### src/rtl/reg_file_mp_pkg.sv
// CPU-wide register-file defaults shared by the integer pipeline.
package reg_file_mp_pkg;

    localparam int CPU_DATA_W   = 32;
    localparam int CPU_ADDR_W   = 5;
    localparam int CPU_LINK_REG = 31;
    localparam int CPU_SP_REG   = 29;
    localparam int CPU_SP_RST   = 128;

endpackage

### src/rtl/reg_file_mp_scoreboard.sv
// Pending-write scoreboard: one busy bit per register, set wins over clear.
module reg_scoreboard #(
    parameter int ADDR_W = 5,
    parameter int DEPTH  = 2**ADDR_W
) (
    input  logic              clk_i,
    input  logic              rst_i,
    input  logic              set_en_i,
    input  logic [ADDR_W-1:0] set_addr_i,
    input  logic              clr_a_en_i,
    input  logic [ADDR_W-1:0] clr_a_addr_i,
    input  logic              clr_b_en_i,
    input  logic [ADDR_W-1:0] clr_b_addr_i,
    output logic [DEPTH-1:0]  busy_o
);

    // Bit 0 is only ever written by reset, so it stays constant 0.
    always_ff @(posedge clk_i or posedge rst_i) begin
        if (rst_i) begin
            busy_o <= '0;
        end else begin
            for (int a = 1; a < DEPTH; a++) begin
                if (set_en_i && set_addr_i == ADDR_W'(a))
                    busy_o[a] <= 1'b1;
                else if ((clr_a_en_i && clr_a_addr_i == ADDR_W'(a)) ||
                         (clr_b_en_i && clr_b_addr_i == ADDR_W'(a)))
                    busy_o[a] <= 1'b0;
            end
        end
    end

endmodule

### src/rtl/reg_file_mp.sv
// Multi-read-port register file with link-register write port,
// optional write-to-read bypass and a pending-write scoreboard.
module reg_file_mp
    import reg_file_mp_pkg::*;
#(
    parameter int DATA_W   = CPU_DATA_W,
    parameter int ADDR_W   = CPU_ADDR_W,
    parameter int NUM_RD   = 2,
    parameter int BYPASS   = 1,
    parameter int LINK_REG = CPU_LINK_REG,
    parameter int SP_REG   = CPU_SP_REG,
    parameter int SP_RST   = CPU_SP_RST
) (
    input  logic                     clk_i,
    input  logic                     rst_i,
    input  logic [NUM_RD*ADDR_W-1:0] rd_addr_i,
    output logic [NUM_RD*DATA_W-1:0] rd_data_o,
    output logic [NUM_RD-1:0]        rd_busy_o,
    input  logic                     wr_en_i,
    input  logic [ADDR_W-1:0]        wr_addr_i,
    input  logic [DATA_W-1:0]        wr_data_i,
    input  logic                     link_en_i,
    input  logic [DATA_W-1:0]        link_data_i,
    input  logic                     busy_set_i,
    input  logic [ADDR_W-1:0]        busy_addr_i,
    output logic [2**ADDR_W-1:0]     busy_o
);

    localparam int DEPTH = 2**ADDR_W;
    localparam logic [ADDR_W-1:0] LINK_ADDR = ADDR_W'(LINK_REG);

    logic [DATA_W-1:0] regs [DEPTH];

    // NOTE: the array is reset as flops (async), since the stack pointer
    // needs a nonzero value the instant reset asserts; it cannot map to RAM.
    always_ff @(posedge clk_i or posedge rst_i) begin
        if (rst_i) begin
            for (int a = 0; a < DEPTH; a++)
                regs[a] <= (a == SP_REG) ? DATA_W'(SP_RST) : '0;
        end else begin
            // Main write is tested first so it wins a collision on LINK_REG.
            for (int a = 1; a < DEPTH; a++) begin
                if (wr_en_i && wr_addr_i == ADDR_W'(a))
                    regs[a] <= wr_data_i;
                else if (link_en_i && a == LINK_REG)
                    regs[a] <= link_data_i;
            end
        end
    end

    reg_scoreboard #(
        .ADDR_W (ADDR_W),
        .DEPTH  (DEPTH)
    ) u_scoreboard (
        .clk_i        (clk_i),
        .rst_i        (rst_i),
        .set_en_i     (busy_set_i),
        .set_addr_i   (busy_addr_i),
        .clr_a_en_i   (wr_en_i),
        .clr_a_addr_i (wr_addr_i),
        .clr_b_en_i   (link_en_i),
        .clr_b_addr_i (LINK_ADDR),
        .busy_o       (busy_o)
    );

    for (genvar k = 0; k < NUM_RD; k++) begin : g_rd
        logic [ADDR_W-1:0] addr;
        logic [DATA_W-1:0] data;

        assign addr = rd_addr_i[k*ADDR_W +: ADDR_W];

        // Forwarding mirrors the write priority: main write, then link.
        always_comb begin
            data = regs[addr];
            if (addr == '0)
                data = '0;
            else if (BYPASS != 0 && wr_en_i && wr_addr_i == addr)
                data = wr_data_i;
            else if (BYPASS != 0 && link_en_i && addr == LINK_ADDR)
                data = link_data_i;
        end

        assign rd_data_o[k*DATA_W +: DATA_W] = data;
        assign rd_busy_o[k]                  = busy_o[addr];
    end

endmodule
### config.mk
export PLATFORM = sky130hd
export DESIGN_NAME = reg_file_mp
export DESIGN_NICKNAME = d
export VERILOG_FILES = /design/src/rtl/reg_file_mp_pkg.sv /design/src/rtl/reg_file_mp_scoreboard.sv /design/src/rtl/reg_file_mp.sv
export SDC_FILE = /design/constraint.sdc
export NUM_CORES = 2
export LEC_CHECK = 0
export BUFFER_PORTS_ARGS = -buffer_cell sky130_fd_sc_hd__clkbuf_2
export CAP_MARGIN = 20
export CORE_UTILIZATION = 30
export CTS_BUF_LIST = sky130_fd_sc_hd__clkbuf_2
export DETAILED_ROUTE_END_ITERATION = 10
export PLACE_DENSITY = 0.43
export SYNTH_ARGS = -nofsm -noshare
export SYNTH_HDL_FRONTEND = slang
export SYNTH_SLANG_ARGS = --single-unit
### constraint.sdc
create_clock -name clk_i -period 32.9 [get_ports clk_i]
set_clock_uncertainty 0.05 [all_clocks]
set_input_delay 6.58 -clock clk_i [delete_from_list [all_inputs] [get_ports clk_i]]
set_output_delay 6.58 -clock clk_i [all_outputs]
set_load 0.02 [all_outputs]
# After elaboration in Yosys (flattened, before gate mapping)
# Index checks and enable logic that the tools add are counted.
# classes
n_lt_le_gt_ge,4
n_eq_ne,66
n_mux,80
bitwise,2
n_reduce_logical,101
# ops
operator,count
$mux W32,12
$bmux W32 S5,2
$eq A5 B5 Y1 const B,34
$eq A5 B4 Y1 const B,16
$logic_and A1 B1 Y1,66
$mux W1,64
$reduce_bool A2 Y1,32
$eq A5 B3 Y1 const B,8
$eq A5 B2 Y1 const B,4
$ge A6 B6 Y1 const B,2
$lt A5 B6 Y1 const B,2
$not A5 Y6,2
$bmux W1 S5,2
$eq A5 B1 Y1 const B,2
$eq A5 B5 Y1,2
$logic_not A5 Y1,2
$logic_or A1 B1 Y1,1
# totals
regBits,1023
wordCells,315

# Logic depth before layout (Yosys ltp)
# depth
depth_word,7
ltp_mapped,9

# Modules after synthesis
# From an unflattened synthesis, not the netlist that was laid out.
# hier_totals
hier_cells,4267
hier_area_um2,57253.7
# modules_own_cells
mod,instances,cells_each,area_per_inst_um2,seq_area_each_um2
reg_file_mp,1,4113,55577.1,24825.1
reg_scoreboard,1,154,1676.6,775.7

# Worst setup path before layout
# Ideal clock, no wire load.
# synth_timing
path_kind,input to output
startpoint,in rd_addr_i[5]
endpoint,out rd_data_o[33]
arrival_time_ns,8.318
slack_ns,17.952
path_stages,8
path_buffers,3
path_cell_list,buf_4 > buf_4 > buf_2 > mux4_2 > mux2i_1 > nor2_1 > nor3_1 > o221ai_1
# synth_between
elab_chain_len,7
word_cells_on_any_way,12
cone_classes,eq/ne (2); mux (6); bitwise (1); reduce/logical (3)
# synth_rtl
item,line_no,source
start: declaration,reg_file_mp.sv:16,"input logic [NUM_RD*ADDR_W-1:0] rd_addr_i,"
$not A5 Y6 (not written as such),reg_file_mp.sv:74,data = regs[addr];
$bmux W32 S5,reg_file_mp.sv:74,
$mux W32 (not written as such) (2 in series),reg_file_mp.sv:74,
$mux W32,reg_file_mp.sv:79,else if (BYPASS != 0 && link_en_i && addr == LINK_ADDR)
$mux W32,reg_file_mp.sv:77,else if (BYPASS != 0 && wr_en_i && wr_addr_i == addr)
$mux W32 (*),reg_file_mp.sv:75,if (addr == '0)
end: declaration,reg_file_mp.sv:17,"output logic [NUM_RD*DATA_W-1:0] rd_data_o,"
# Mark *: on every way between the ends. The rest lies on a longest branch, timed or not. The select of a mux whose other input is x is not followed.

# Worst setup path after layout
# layout_timing
startpoint,in rd_addr_i[0]
endpoint,out rd_data_o[2]
# The elaborated chain is that of the path after synthesis.

==> results.rst <==
.. list-table::
   :header-rows: 1

   * - Metric
     - Value
   * - Data arrival time at the worst-slack endpoint
     - 10.53 ns
   * - Cell total after placement
     - 6522
   * - Number of iterations in the first detailed-routing pass
     - 11
   * - Violations in the final reports
     - design-rule violations
   * - Cell type with the largest total area after synthesis
     - dfrtp_1
   * - Most common cell after layout, fill and taps aside
     - dfrtp_1
   * - Crit path max fanout
     - 50
   * - Number of design rule violations left after detail routing
     - 16
   * - Worst min-delay path class
     - reg -> reg
   * - Total wire length after detailed routing
     - 220500 µm
   * - DP HPWL
     - 119400 µm
   * - Net count, final
     - 4438
   * - Number of buffers added to fix hold violations after cts
     - 0
   * - Synthesized netlist cell count
     - 4217
   * - Setup-violating endpoint count in the final report
     - 0
   * - Via count of the routed design
     - 39935
   * - CP required
     - 26.27 ns
   * - Vias per Instance
     - 5.686
   * - TritonCTS clock tree
     - built
   * - Final routed wire length divided by cell count
     - 31.39 µm
   * - Adder and majority gate portion of the synthesized area
     - 0
   * - Type of element capturing the critical path
     - output pin
   * - DP Worst Slack
     - 15.76 ns
   * - Area share of the leading cell type in the synthesized netlist
     - 0.4500
   * - Clock period minus final worst setup slack
     - 17.16 ns
   * - Number of buffers created by CTS
     - 320
   * - Total of cells resized after clock tree synthesis
     - 0
   * - Number of standard cells in the layout, taps in and fillers out
     - 7024
   * - Top library cells by usage in the layout, fill and taps aside
     - dfrtp_1, mux2_2, clkbuf_2, mux2i_1, mux4_2
   * - Overall track demand over capacity in global routing
     - 0.2297
   * - Post-synthesis sequential area ratio
     - 0.4504
   * - Pwr per Cell Area
     - 55.72 nW/µm²
   * - Number of standard-cell rows in the floorplan
     - 159
   * - Cell area after technology mapping
     - 56830 µm²
   * - Synth Area in XOR/XNOR
     - 0.001541
   * - Antenna violations before repair
     - 12
   * - Detailed Route Iter0 Violations
     - 3154
   * - Antenna Violating Nets Remaining
     - 0
   * - Number of top-level design ports
     - 187
   * - Share of the cycle needed by the critical path after routing
     - 0.5216
   * - Critical path launch point type
     - primary input
   * - Actual transition at the worst max-transition pin
     - 1.208 ns
   * - Peak clock frequency supported by timing
     - 58.27 MHz
   * - Maximum number of pins on one net before global-route repair
     - 157
   * - Mapped Avg Cell Area
     - 13.48 µm²
   * - Endpoints failing hold
     - 0
   * - Postcts setup bufs
     - 0
   * - Cell area after layout
     - 62500 µm²
   * - GRT Max-Usage Layer
     - met2
   * - Placed Instance Area
     - 59990 µm²
   * - Htree depth
     - 5
   * - Clock-pin slew reported for the worst setup and hold paths after clock tree synthesis
     - 0.08 ns
   * - Main combinational cell family by area after synthesis
     - multiplexers
   * - Overall power consumption
     - 3.483 mW
   * - Clock Root Buffer
     - clkbuf_2
   * - Chip Height
     - 437.3 µm
   * - Met1 track demand over resource
     - 0.3066
   * - Maximum capacitance violations
     - 0
   * - Die area
     - 191200 µm²
   * - Portion of netlist area occupied by mux cells
     - 0.4054
   * - CORE AREA
     - 188000 µm²
   * - Number of nets produced by synthesis
     - 4306
   * - Leakage component of the power
     - 27.58 nW
   * - Effective utilization at floorplan
     - 0.3023
   * - Placer congestion estimate
     - 0.7713
   * - Overflow after GRT
     - 0
   * - Clock sinks
     - 1023
   * - Max Transition Viols Final
     - 0
   * - Ranking of synthesized cells by area
     - dfrtp_1, mux2_2, mux4_2, mux2i_1, mux2_1
   * - Final standard cell utilization of the core
     - 0.3324
   * - Setup TNS after final layout
     - 0 ns
   * - Share of layout cells above drive strength 1
     - 0.4561
   * - Die Width
     - 437.3 µm
   * - Total number of yosys warnings
     - 33
   * - Count of flip-flops with a built-in enable after synthesis
     - 0
   * - Compound-cell area share of the yosys netlist
     - 0.06481
   * - Via count of the first global-routing pass
     - 42140
   * - Worst hold slack
     - 0.4557 ns
   * - Setup repair after global routing missed its margin
     - false
   * - Wire length of the first global-routing pass
     - 317600 µm
   * - Setup Crit Path Kind
     - in -> out
   * - Post-synthesis share of cell area spent on and, or, nand and nor gates
     - 0.04000
   * - Top flip-flop cell by instance count after synthesis
     - dfrtp_1
   * - Met3 track demand over resource
     - 0.03898
   * - Worst slew slack as a fraction of its limit
     - 0.1922
   * - Clock insertion delay at the later pin of the skew report
     - 1.70 ns
   * - Distinct cells, synth
     - 48
   * - Worst setup margin
     - 15.74 ns
   * - Buffer levels on the longest clock path
     - 4
   * - Share of flip-flops with an asynchronous set or reset after synthesis
     - 1.000
   * - Input/output buffers
     - 185
   * - Global routing usage on met2
     - 0.3679
   * - Worst vdd rail ir drop
     - 0.03631 mV
   * - Run status
     - finished, violations left
   * - Layout Area Growth over Synthesis
     - 9.968%
   * - Flops & latches, synth
     - 1023
==> synthesized netlist by cell type (68+ instances only) <==
cell and instances:
a221oi_1 127, a22o_1 74, buf_2 128, clkbuf_1 266
dfrtp_1 1022, mux2_1 107, mux2_2 951, mux2i_1 351
mux4_2 338, nand2_1 182, nand3_1 101, nor3_1 68
o21ai_0 72, o221ai_1 96
==> sequential cells by signal, summed over array words and instances (netlist names) <==
signal	cells
regs	992
u_scoreboard.busy_o	31
==> worst max-delay path, cell delays in order <==
cell and delay [ns]:
buf_8 0.50, buf_4 0.67, xnor2_1 0.14, and4_1 0.29, a21boi_4 0.79, buf_4 0.54, o2111ai_1 0.39, o211ai_1 0.29
clkbuf_2 0.23
==> final timing paths <==
check / from / end / slack (ns) / cells past startpoint
setup / recovery: rd_addr_i[0] / rd_data_o[2] / 15.74 / 9
hold / removal: regs[298] / regs[298] / 0.46 / 1
setup reg to reg: u_scoreboard.busy_o[31] / u_scoreboard.busy_o[31] / 31.98 / 2
hold reg to reg: regs[298] / regs[298] / 0.46 / 1
max in group asynchronous: rst_i / regs[403] / 24.23 / 6
min in group asynchronous: rst_i / u_scoreboard.busy_o[18] / 4.78 / 2
==> layout make-up <==
class	count	area, µm²
antenna	12	30.03
clock buffer	428	2142
clock inverter	62	339.1
fill	18864	125500
inverter	20	85.08
multi-input combinational	2710	29460
sequential	1023	25600
tap	2495	3122
timing repair buffer	274	1723
==> cells by family (layout without fill, tap and decap cells) <==
group,Yosys count,in the layout
other,1,13
xor gates and xnor gates,10,10
AOI/OAI and AO/OA,460,460
buffers and inverters,484,784
DFF,1023,1023
muxes,1747,1747
and+or+nand+nor,492,492
==> layer usage <==
metal  wire, µm  up-vias
met3      11430      499
met1      96680    21432
met4       8775        4
met5         23        -
met2     103600     1346
li1           -    16654
==> power by group <==
part	leakage, nW	switching, mW	internal, mW
clock network	1.94	0.596	0.375
registers	13.0	0.180	1.50
logic	12.6	0.382	0.449
Power figures use the tool's default switching activity.
